===== src/rtl/debug_pkg.sv =====
// Shared constants and helpers for the debug panel blocks (display and keypad).
package debug_pkg;

  localparam int unsigned KEY_W   = 4;
  localparam int unsigned FRAME_W = 16;

  // Column 0 driven low; the other columns are released.
  localparam logic [3:0] COL_RESET = 4'b1110;

  function automatic logic is_onehot(input logic [FRAME_W-1:0] v);
    int unsigned n;
    n = 0;
    for (int i = 0; i < FRAME_W; i++) begin
      n = n + {31'd0, v[i]};
    end
    return n == 1;
  endfunction

endpackage


===== src/rtl/debug_sync2.sv =====
// Two-flop synchronizer for slow asynchronous inputs on the debug panel.
module debug_sync2 #(
  parameter int unsigned      WIDTH     = 1,
  parameter logic [WIDTH-1:0] RESET_VAL = '0
) (
  input  logic             clk,
  input  logic             reset,
  input  logic [WIDTH-1:0] d,
  output logic [WIDTH-1:0] q
);

  logic [WIDTH-1:0] meta_q;
  logic [WIDTH-1:0] sync_q;

  always_ff @(posedge clk) begin
    if (reset) begin
      meta_q <= RESET_VAL;
      sync_q <= RESET_VAL;
    end else begin
      meta_q <= d;
      sync_q <= meta_q;
    end
  end

  assign q = sync_q;

endmodule


===== src/rtl/debug_keypad.sv =====
// 4x4 matrix keypad scanner: column scan, frame debounce and a one-entry
// valid/ack holding register for single-key press codes.
module debug_keypad
  import debug_pkg::*;
#(
  parameter int unsigned SCAN_DIV = 1000,
  parameter int unsigned DEBOUNCE = 8
) (
  input  logic             clk,
  input  logic             reset,
  input  logic [3:0]       row,
  output logic [3:0]       col,
  output logic [KEY_W-1:0] key_code,
  output logic             key_valid,
  input  logic             key_ack,
  output logic             key_down,
  output logic             overrun
);

  localparam int unsigned DIV_W = $clog2(SCAN_DIV);
  localparam int unsigned CNT_W = $clog2(DEBOUNCE + 1);
  localparam logic [DIV_W-1:0] DIV_LOAD = DIV_W'(SCAN_DIV - 1);
  localparam logic [CNT_W-1:0] DEB_MAX  = CNT_W'(DEBOUNCE);

  logic [3:0]         row_sync;
  logic [3:0]         pressed;
  logic [DIV_W-1:0]   div_q;
  logic [1:0]         col_idx_q;
  logic [3:0]         col_q;
  logic [FRAME_W-1:0] snap_q, prev_q, deb_q;
  logic [CNT_W-1:0]   stable_q, stable_d;
  logic               ev_q;
  logic [KEY_W-1:0]   ev_code_q;

  logic               tick, frame_end, deb_upd, new_ev;
  logic [FRAME_W-1:0] frame;
  logic [KEY_W-1:0]   ev_idx;

  debug_sync2 #(
    .WIDTH     (4),
    .RESET_VAL (4'hF)
  ) u_row_sync (
    .clk   (clk),
    .reset (reset),
    .d     (row),
    .q     (row_sync)
  );

  assign pressed   = ~row_sync;
  assign tick      = (div_q == '0);
  assign frame_end = tick && (col_idx_q == 2'd3);
  assign col       = col_q;

  always_comb begin
    // Completed frame: stored slots plus the slot being sampled on this tick.
    frame = snap_q;
    frame[{col_idx_q, 2'b00} +: 4] = pressed;

    stable_d = stable_q;
    if (frame != prev_q) begin
      stable_d = '0;
    end else if (stable_q != DEB_MAX) begin
      stable_d = stable_q + 1'b1;
    end

    deb_upd = frame_end && (stable_d == DEB_MAX) && (frame != deb_q);
    new_ev  = deb_upd && (deb_q == '0) && is_onehot(frame);

    ev_idx = '0;
    for (int i = 0; i < FRAME_W; i++) begin
      if (frame[i]) ev_idx = KEY_W'(i);
    end
  end

  always_ff @(posedge clk) begin
    if (reset) begin
      // Load a full slot so column 0 settles as long as every other column.
      div_q     <= DIV_LOAD;
      col_idx_q <= '0;
      col_q     <= COL_RESET;
      snap_q    <= '0;
      prev_q    <= '0;
      deb_q     <= '0;
      stable_q  <= '0;
      ev_q      <= 1'b0;
      ev_code_q <= '0;
      key_down  <= 1'b0;
      key_code  <= '0;
      key_valid <= 1'b0;
      overrun   <= 1'b0;
    end else begin
      key_down <= |deb_q;
      ev_q     <= new_ev;
      if (new_ev) ev_code_q <= ev_idx;

      if (tick) begin
        div_q                          <= DIV_LOAD;
        snap_q[{col_idx_q, 2'b00} +: 4] <= pressed;
        col_idx_q                      <= col_idx_q + 2'd1;
        col_q                          <= {col_q[2:0], col_q[3]};
      end else begin
        div_q <= div_q - 1'b1;
      end

      if (frame_end) begin
        stable_q <= stable_d;
        prev_q   <= frame;
        if (deb_upd) deb_q <= frame;
      end

      if (ev_q) begin
        if (!key_valid) begin
          key_code  <= ev_code_q;
          key_valid <= 1'b1;
        end else if (key_ack) begin
          key_code <= ev_code_q;
          overrun  <= 1'b0;
        end else begin
          overrun <= 1'b1;
        end
      end else if (key_ack && key_valid) begin
        key_valid <= 1'b0;
        overrun   <= 1'b0;
      end
    end
  end

endmodule


===== config.mk =====
export PLATFORM = sky130hd
export DESIGN_NAME = debug_keypad
export DESIGN_NICKNAME = d
export VERILOG_FILES = /design/src/rtl/debug_pkg.sv /design/src/rtl/debug_sync2.sv /design/src/rtl/debug_keypad.sv
export SDC_FILE = /design/constraint.sdc
export NUM_CORES = 1
export LEC_CHECK = 0
export BUFFER_PORTS_ARGS = -buffer_cell sky130_fd_sc_hd__buf_2
export CORE_MARGIN = 2
export CORE_UTILIZATION = 55
export CTS_CLUSTER_SIZE = 10
export DETAILED_ROUTE_END_ITERATION = 8
export GPL_TIMING_DRIVEN = 0
export PLACE_DENSITY = 0.83
export SETUP_SLACK_MARGIN = 0.05
export SLEW_MARGIN = 15
export SYNTH_ARGS = -nofsm -noshare
export SYNTH_HDL_FRONTEND = slang
export SYNTH_SLANG_ARGS = --single-unit

===== constraint.sdc =====
create_clock -name clk -period 9.35 [get_ports clk]
set_input_delay 1.87 -clock clk [delete_from_list [all_inputs] [get_ports clk]]
set_output_delay 1.87 -clock clk [all_outputs]
set_load 0.02 [all_outputs]

==> results of run 1 <==
==> layout make-up <==
cell class	instances	area [µm²]	area share (%)
clock inverter	6	50.0	0.930
inverter	33	124	2.30
timing repair buffer	16	80.1	1.49
buffer	30	133	2.46
sequential	88	1760	32.7
clock buffer	10	138	2.56
multi-input combinational	418	2960	55.0
tap	108	135	2.51
==> through the flow <==
stage          total power [µW]  utilization (%)  worst slack [ps]  instances
2_1_floorplan               411                -              3330        569
3_3_place_gp                420             59.3              2630        693
3_5_place_dp                421             59.3              2570        693
4_1_cts                     667             61.4              2500        709
5_1_grt                     684             61.4              2030        709
6_report                    665             61.4              2390        709
==> layer usage <==
metal	vias to the layer above	wire, µm	part of all wire (%)	GRT usage [%]
met3	45	1020	8.2	5.55
met1	2033	5170	41	33.6
met4	0	441	3.5	12.1
met5	-	0	0	0
met2	211	5900	47	42.4
li1	2051	-	-	-
==> worst paths after layout <==
kind | start | to | slack, ps | cells past startpoint
setup / recovery | col_idx_q[0] | ev_code_q[0] | 2390 | 20
hold / removal | u_row_sync.meta_q[1] | u_row_sync.q[1] | 420 | 1
setup reg to reg | col_idx_q[0] | ev_code_q[0] | 2390 | 20
hold reg to reg | u_row_sync.meta_q[1] | u_row_sync.q[1] | 420 | 1
==> synthesized netlist by cell type, types with 3 or more instances <==
cell type / n / area, µm²
a21oi_1: 20 / 100
nand3b_1: 4 / 30.0
xnor2_1: 26 / 228
o21ai_0: 7 / 35.0
o211ai_1: 3 / 22.5
or3_1: 4 / 25.0
nand2b_1: 5 / 31.3
nor4b_1: 5 / 43.8
a21oi_2: 4 / 35.0
nor2_1: 66 / 248
inv_1: 33 / 124
nor4_1: 8 / 50.1
or2_2: 11 / 68.8
a22o_1: 3 / 26.3
xor2_1: 7 / 61.3
fa_1: 10 / 200
nor3b_1: 5 / 37.5
nor3_1: 12 / 60.1
clkbuf_1: 21 / 78.8
ha_1: 13 / 163
and2_1: 3 / 18.8
mux2_1: 10 / 113
a21o_1: 5 / 37.5
mux2_2: 7 / 78.8
and3_1: 3 / 18.8
dfxtp_1: 88 / 1760
nand4bb_1: 3 / 33.8
mux2i_1: 8 / 80.1
nand3_1: 10 / 50.1
and4_1: 3 / 26.3
o22ai_1: 4 / 25.0
a31oi_1: 3 / 18.8
buf_2: 7 / 35.0
a211oi_1: 43 / 323
nor2b_1: 31 / 194
nand2_1: 40 / 150
==> flip-flops by register name, summed over array words and instances, names as in the netlist <==
signal / count
deb_q: 16
prev_q: 16
snap_q: 16
div_q: 10
col: 4
ev_code_q: 4
key_code: 4
stable_q: 4
u_row_sync.meta_q: 4
u_row_sync.q: 4
col_idx_q: 2
ev_q: 1
key_down: 1
key_valid: 1
overrun: 1
==> logic make-up (layout without fill, tap and decap cells) <==
logic type	count (synthesis)	in the layout	synth area share, %
buf+inv	63	95	5.15
mux	25	25	5.45
flops	88	88	35.4
fa+ha+maj	23	23	7.29
simple gates	228	228	25.1
compound gates	109	109	15.8
xor+xnor	33	33	5.80
==> report_power, final <==
| group | switching [µW] | internal [µW] |
|---|---|---|
| registers | 2.97 | 377 |
| clock network | 144 | 107 |
| logic | 22.4 | 11.4 |
==> results.md, run 1 <==
- Syn Inst Count: 569
- Setup Fix Bufs, Post-CTS: 0
- Nets: 626
- # setup viols final: 0
- Commonest cells after routing, fill and taps aside: 88 x dfxtp_1, 66 x nor2_1, 43 x a211oi_1
- Fraction of registers with async set/reset: 0%
- CTS buffer count: 9
- Clock transition at path regs: 100 ps
- Die area: 9830 µm²
- CP arrival: 7220 ps
- Slew Viols, Final: 0
- CTS tree: yes
- CP max FO: 10
- Worst Hold Margin: 419 ps
- Post-route DRC: 0
- Maximum number of pins on one net before global-route repair: 17
- First-pass GRT wire length: 20500 µm
- Most common cell after layout, fill and taps aside: dfxtp_1
- Rows: 34
- Hold Vio Cnt, Final: 0
- Crit. End Element: flip-flop
- Width of the die: 99.2 µm
- DRT iter0 DRCs: 299
- Grt ovf: 0
- Starting Density: 56.8%
- CP top delay family: adder cells
- Leak: 0.00209 µW
- CTS Root Buffer Type: clkbuf_8
- Status: finished, final reports clean
- Clock buffer depth: 2
- Via count: 4340
- Vias in the first global route: 4260
- Wire per inst: 17.7 µm
- Clock skew: 11.7 ps
- Hold crit path type: flip-flop to flip-flop
- RSZ-0062 raised after global routing: no
- Core ar.: 8760 µm²
- Worst VDD drop: 85.3 µV
- DR vias/cell: 6.12
- Number of flops mapped to enable cells by yosys: 0
- Mapped Area: 4980 µm²
- Worst Max-Slew Pin Slew: 932 ps
- Crit path launch type: flip-flop
- Post-Place Cell Area: 5190 µm²
- CP Class: flip-flop to flip-flop
- Die height: 99.2 µm
- Initial antenna violation count: 0
- Syn Nets: 599
- I/O pins: 18
- WP buf/inv: 6
- Layout cells sized above 1: 12.1%
- Diodes inserted: 0
- Mean Syn Cell Area: 8.75 µm²
- Netlist cell types: 66
- WL final: 12500 µm
- Maxcap violations: 0
- Fillers: 759
- Synth Flop Type: dfxtp_1
- Tcrit/Tclk final: 74.4%
- Sink Count: 88
- Clk_lat worst skew: 360 ps
- Power per cell area: 124 nW/µm²
- Antenna viol nets, final: 0
- Post-DP HPWL: 9140 µm
- Crit path max-delay cell type: or4b_2
- Yosys warnings: 0
- Gp weighted congestion: 0.959
- IO buf count: 16
- Hold_buf cts: 0
- Fin Setup TNS: 0 ps
- Growth of design area from synthesis to finish: 8.09%
- PostCTS Resize Cnt: 0
- Final Cell Area: 5380 µm²
- H-Tree Depth: 3
- Period minus WS final: 6960 ps
- Max incr delay on CP: 720 ps
- CP dominant cell by count: fa_1
- Seq cells post-synth: 88
- DRT Pass-1 Iters: 5
- Total GRT Usage: 26.2%
- Worst path required time: 9610 ps
- Cell Chain, Critical Path: buf_2 > inv_1 > ha_1 > buf_2 > nor4b_1 > mux2i_1 > inv_1 > fa_1 > inv_1 > fa_1 > fa_1 > fa_1 > inv_1 > ha_1 > fa_1 > or4b_2 > nor3_1 > nor2b_1 > o211ai_1 > mux2_2
- Headroom to the max-slew limit: 36.1%
- Fmax: 144 MHz
- Seq/Total Area, Yosys: 35.4%
(Power assumes the default switching activity.)
==> inputs of run 2 (changes only) <==
==> constraint.sdc (replaced) <==
create_clock -name clk -period 7.05 [get_ports clk]
set_input_delay 1.41 -clock clk [delete_from_list [all_inputs] [get_ports clk]]
set_output_delay 1.41 -clock clk [all_outputs]
set_load 0.02 [all_outputs]
==> run 2 against run 1 <==
- sequential power up 33%
- worst setup slack worse by 2000 ps
- routed wire length up 1.3%
- utilization up 0.66 points
- clock power up 33%
- non-clock buffer count unchanged
- global-route usage unchanged
- largest cell class unchanged
==> results.md, run 2 (synthesis gave the netlist of run 1 again) <==
- CP arrival: 6920 ps
- Worst Max-Slew Pin Slew: 804 ps
- Clock buffer depth: 2
- Starting Density: 56.8%
- DR WL met3: 925 µm
- Total GRT Usage: 26.2%
- Top Metal Used: met4
- Crit path launch type: flip-flop
- First-pass GRT wire length: 20500 µm
- CP max FO: 10
- Worst Setup EP: ev_code_q[0]
- Worst Hold Margin: 419 ps
- Fillers: 745
- Commonest cells after routing, fill and taps aside: 88 x dfxtp_1, 66 x nor2_1, 43 x a211oi_1
- CTS tree: yes
- IO buf count: 16
- Hold Vio Cnt, Final: 0
- Via count: 4383
- Worst VDD drop: 114 µV
- Post-DP HPWL: 9140 µm
- Die height: 99.2 µm
- Status: finished, final reports clean
- Wire length on met2: 5980 µm
- Fin util: 62.1%
- Vias in the first global route: 4260
- Most common cell after layout, fill and taps aside: dfxtp_1
- Initial antenna violation count: 0
- Clk_lat worst skew: 360 ps
- Wire per inst: 17.9 µm
- Die area: 9830 µm²
- Post-route DRC: 0
- Antenna viol nets, final: 0
- Hold crit path type: flip-flop to flip-flop
- Width of the die: 99.2 µm
- Leak: 0.00208 µW
- Tcrit/Tclk final: 94.4%
- CP dominant cell by count: fa_1
- Critical R2R Capture: ev_code_q[0]
- Layout cells sized above 1: 13.3%
- R2r startpoint: col_idx_q[0]
- Fin Setup TNS: 0 ps
- Period minus WS final: 6660 ps
- DR vias/cell: 6.18
- Nets: 626
- Grt ovf: 0
- Worst r2r path cells: 20
- Hold_buf cts: 0
- R2R Setup Slk: 390 ps
- Crit path max-delay cell type: or4b_2
- Growth of design area from synthesis to finish: 9.25%
- Max incr delay on CP: 720 ps
- Diodes inserted: 0
- Core ar.: 8760 µm²
- Largest regs: deb_q: 16 flops, prev_q: 16 flops, snap_q: 16 flops
- Fmax: 150 MHz
- CTS Root Buffer Type: clkbuf_8
- Sink Count: 88
- Total chip power: 886 µW
- Slew Viols, Final: 0
- DRT Pass-1 Iters: 6
- # setup viols final: 0
- WL final: 12700 µm
- RSZ-0062 raised after global routing: no
- Headroom to the max-slew limit: 46.4%
- Maximum number of pins on one net before global-route repair: 17
- Rows: 34
- Cell Chain, Critical Path: buf_2 > inv_1 > ha_1 > buf_4 > nor4b_1 > a21oi_2 > inv_1 > fa_1 > inv_1 > fa_1 > fa_1 > fa_1 > inv_1 > ha_1 > fa_1 > or4b_2 > nor3_1 > nor2b_1 > o211ai_1 > mux2_2
- Maxcap violations: 0
- Clock transition at path regs: 100 ps
- Worst path required time: 7310 ps
- Crit. Startpoint: col_idx_q[0]
- H-Tree Depth: 3
- CTS buffer count: 9
- Gp weighted congestion: 0.959
- CP Class: flip-flop to flip-flop
- Setup Fix Bufs, Post-CTS: 0
- DRT iter0 DRCs: 303
- Crit. End Element: flip-flop
- Clock skew: 14.7 ps
- I/O pins: 18
- Power per cell area: 163 nW/µm²
- M1 WL: 5300 µm
## run 2: cell counts in the layout (fill, tap and decap cells not counted)
Identical to the previous run, type by type.
## run 2: how the worst min path moves through the flow
stage                                    start         endpoint  cells past startpoint
after floorplan           u_row_sync.meta_q[0]  u_row_sync.q[0]                      1
after global placement    u_row_sync.meta_q[2]  u_row_sync.q[2]                      1
after detailed placement  u_row_sync.meta_q[2]  u_row_sync.q[2]                      1
after CTS                 u_row_sync.meta_q[1]  u_row_sync.q[1]                      1
after global routing      u_row_sync.meta_q[2]  u_row_sync.q[2]                      1
final                     u_row_sync.meta_q[2]  u_row_sync.q[2]                      1
## run 2: repair_timing
action,in CTS,in global routing
resized for setup,0,10
endpoints found under the setup margin,0,5
endpoints found under the hold margin,0,0
## run 2: per-stage QoR
| step | cells | cell area [µm²] | worst slack, ps |
|---|---|---|---|
| after global routing | 709 | 5440 | 37.1 |
| after global placement | 693 | 5190 | 332 |
| after CTS | 709 | 5380 | 205 |
| final | 709 | 5440 | 393 |
| after floorplan | 569 | 4980 | 1030 |
| after detailed placement | 693 | 5190 | 268 |
## run 2: layout make-up
cell class | instances | area (µm²) | share of cell area, %
Inverter | 33 | 124 | 2.28
Clock inverter | 6 | 50.0 | 0.920
Timing Repair Buffer | 16 | 80.1 | 1.47
Multi-Input combinational cell | 418 | 3020 | 55.5
Buffer | 30 | 133 | 2.44
Tap cell | 108 | 135 | 2.48
Clock buffer | 10 | 138 | 2.53
Sequential cell | 88 | 1760 | 32.4
## run 2: worst max-delay path, delay by kind of cell (launching register included)
family	cells	cell delay, ps
adder cells (fa/ha/maj)	7	2770
buffers and inverters	6	910
AO/OA/AOI/OAI	2	430
multiplexers	1	310
AND/OR/NAND/NOR	4	1680
flip-flops	1	440
## run 2: layer usage
metal  vias up  GRT usage, %
met3        54          5.55
li1       2053             -
met2       217          42.4
met5         -             0
met1      2059          33.6
met4         0          12.1
## run 2: where the power goes
part           total [µW]  switching, µW  internal (µW)
Clock                 335            193            142
Combinational        46.0           30.2           15.8
Sequential            504           4.14            500
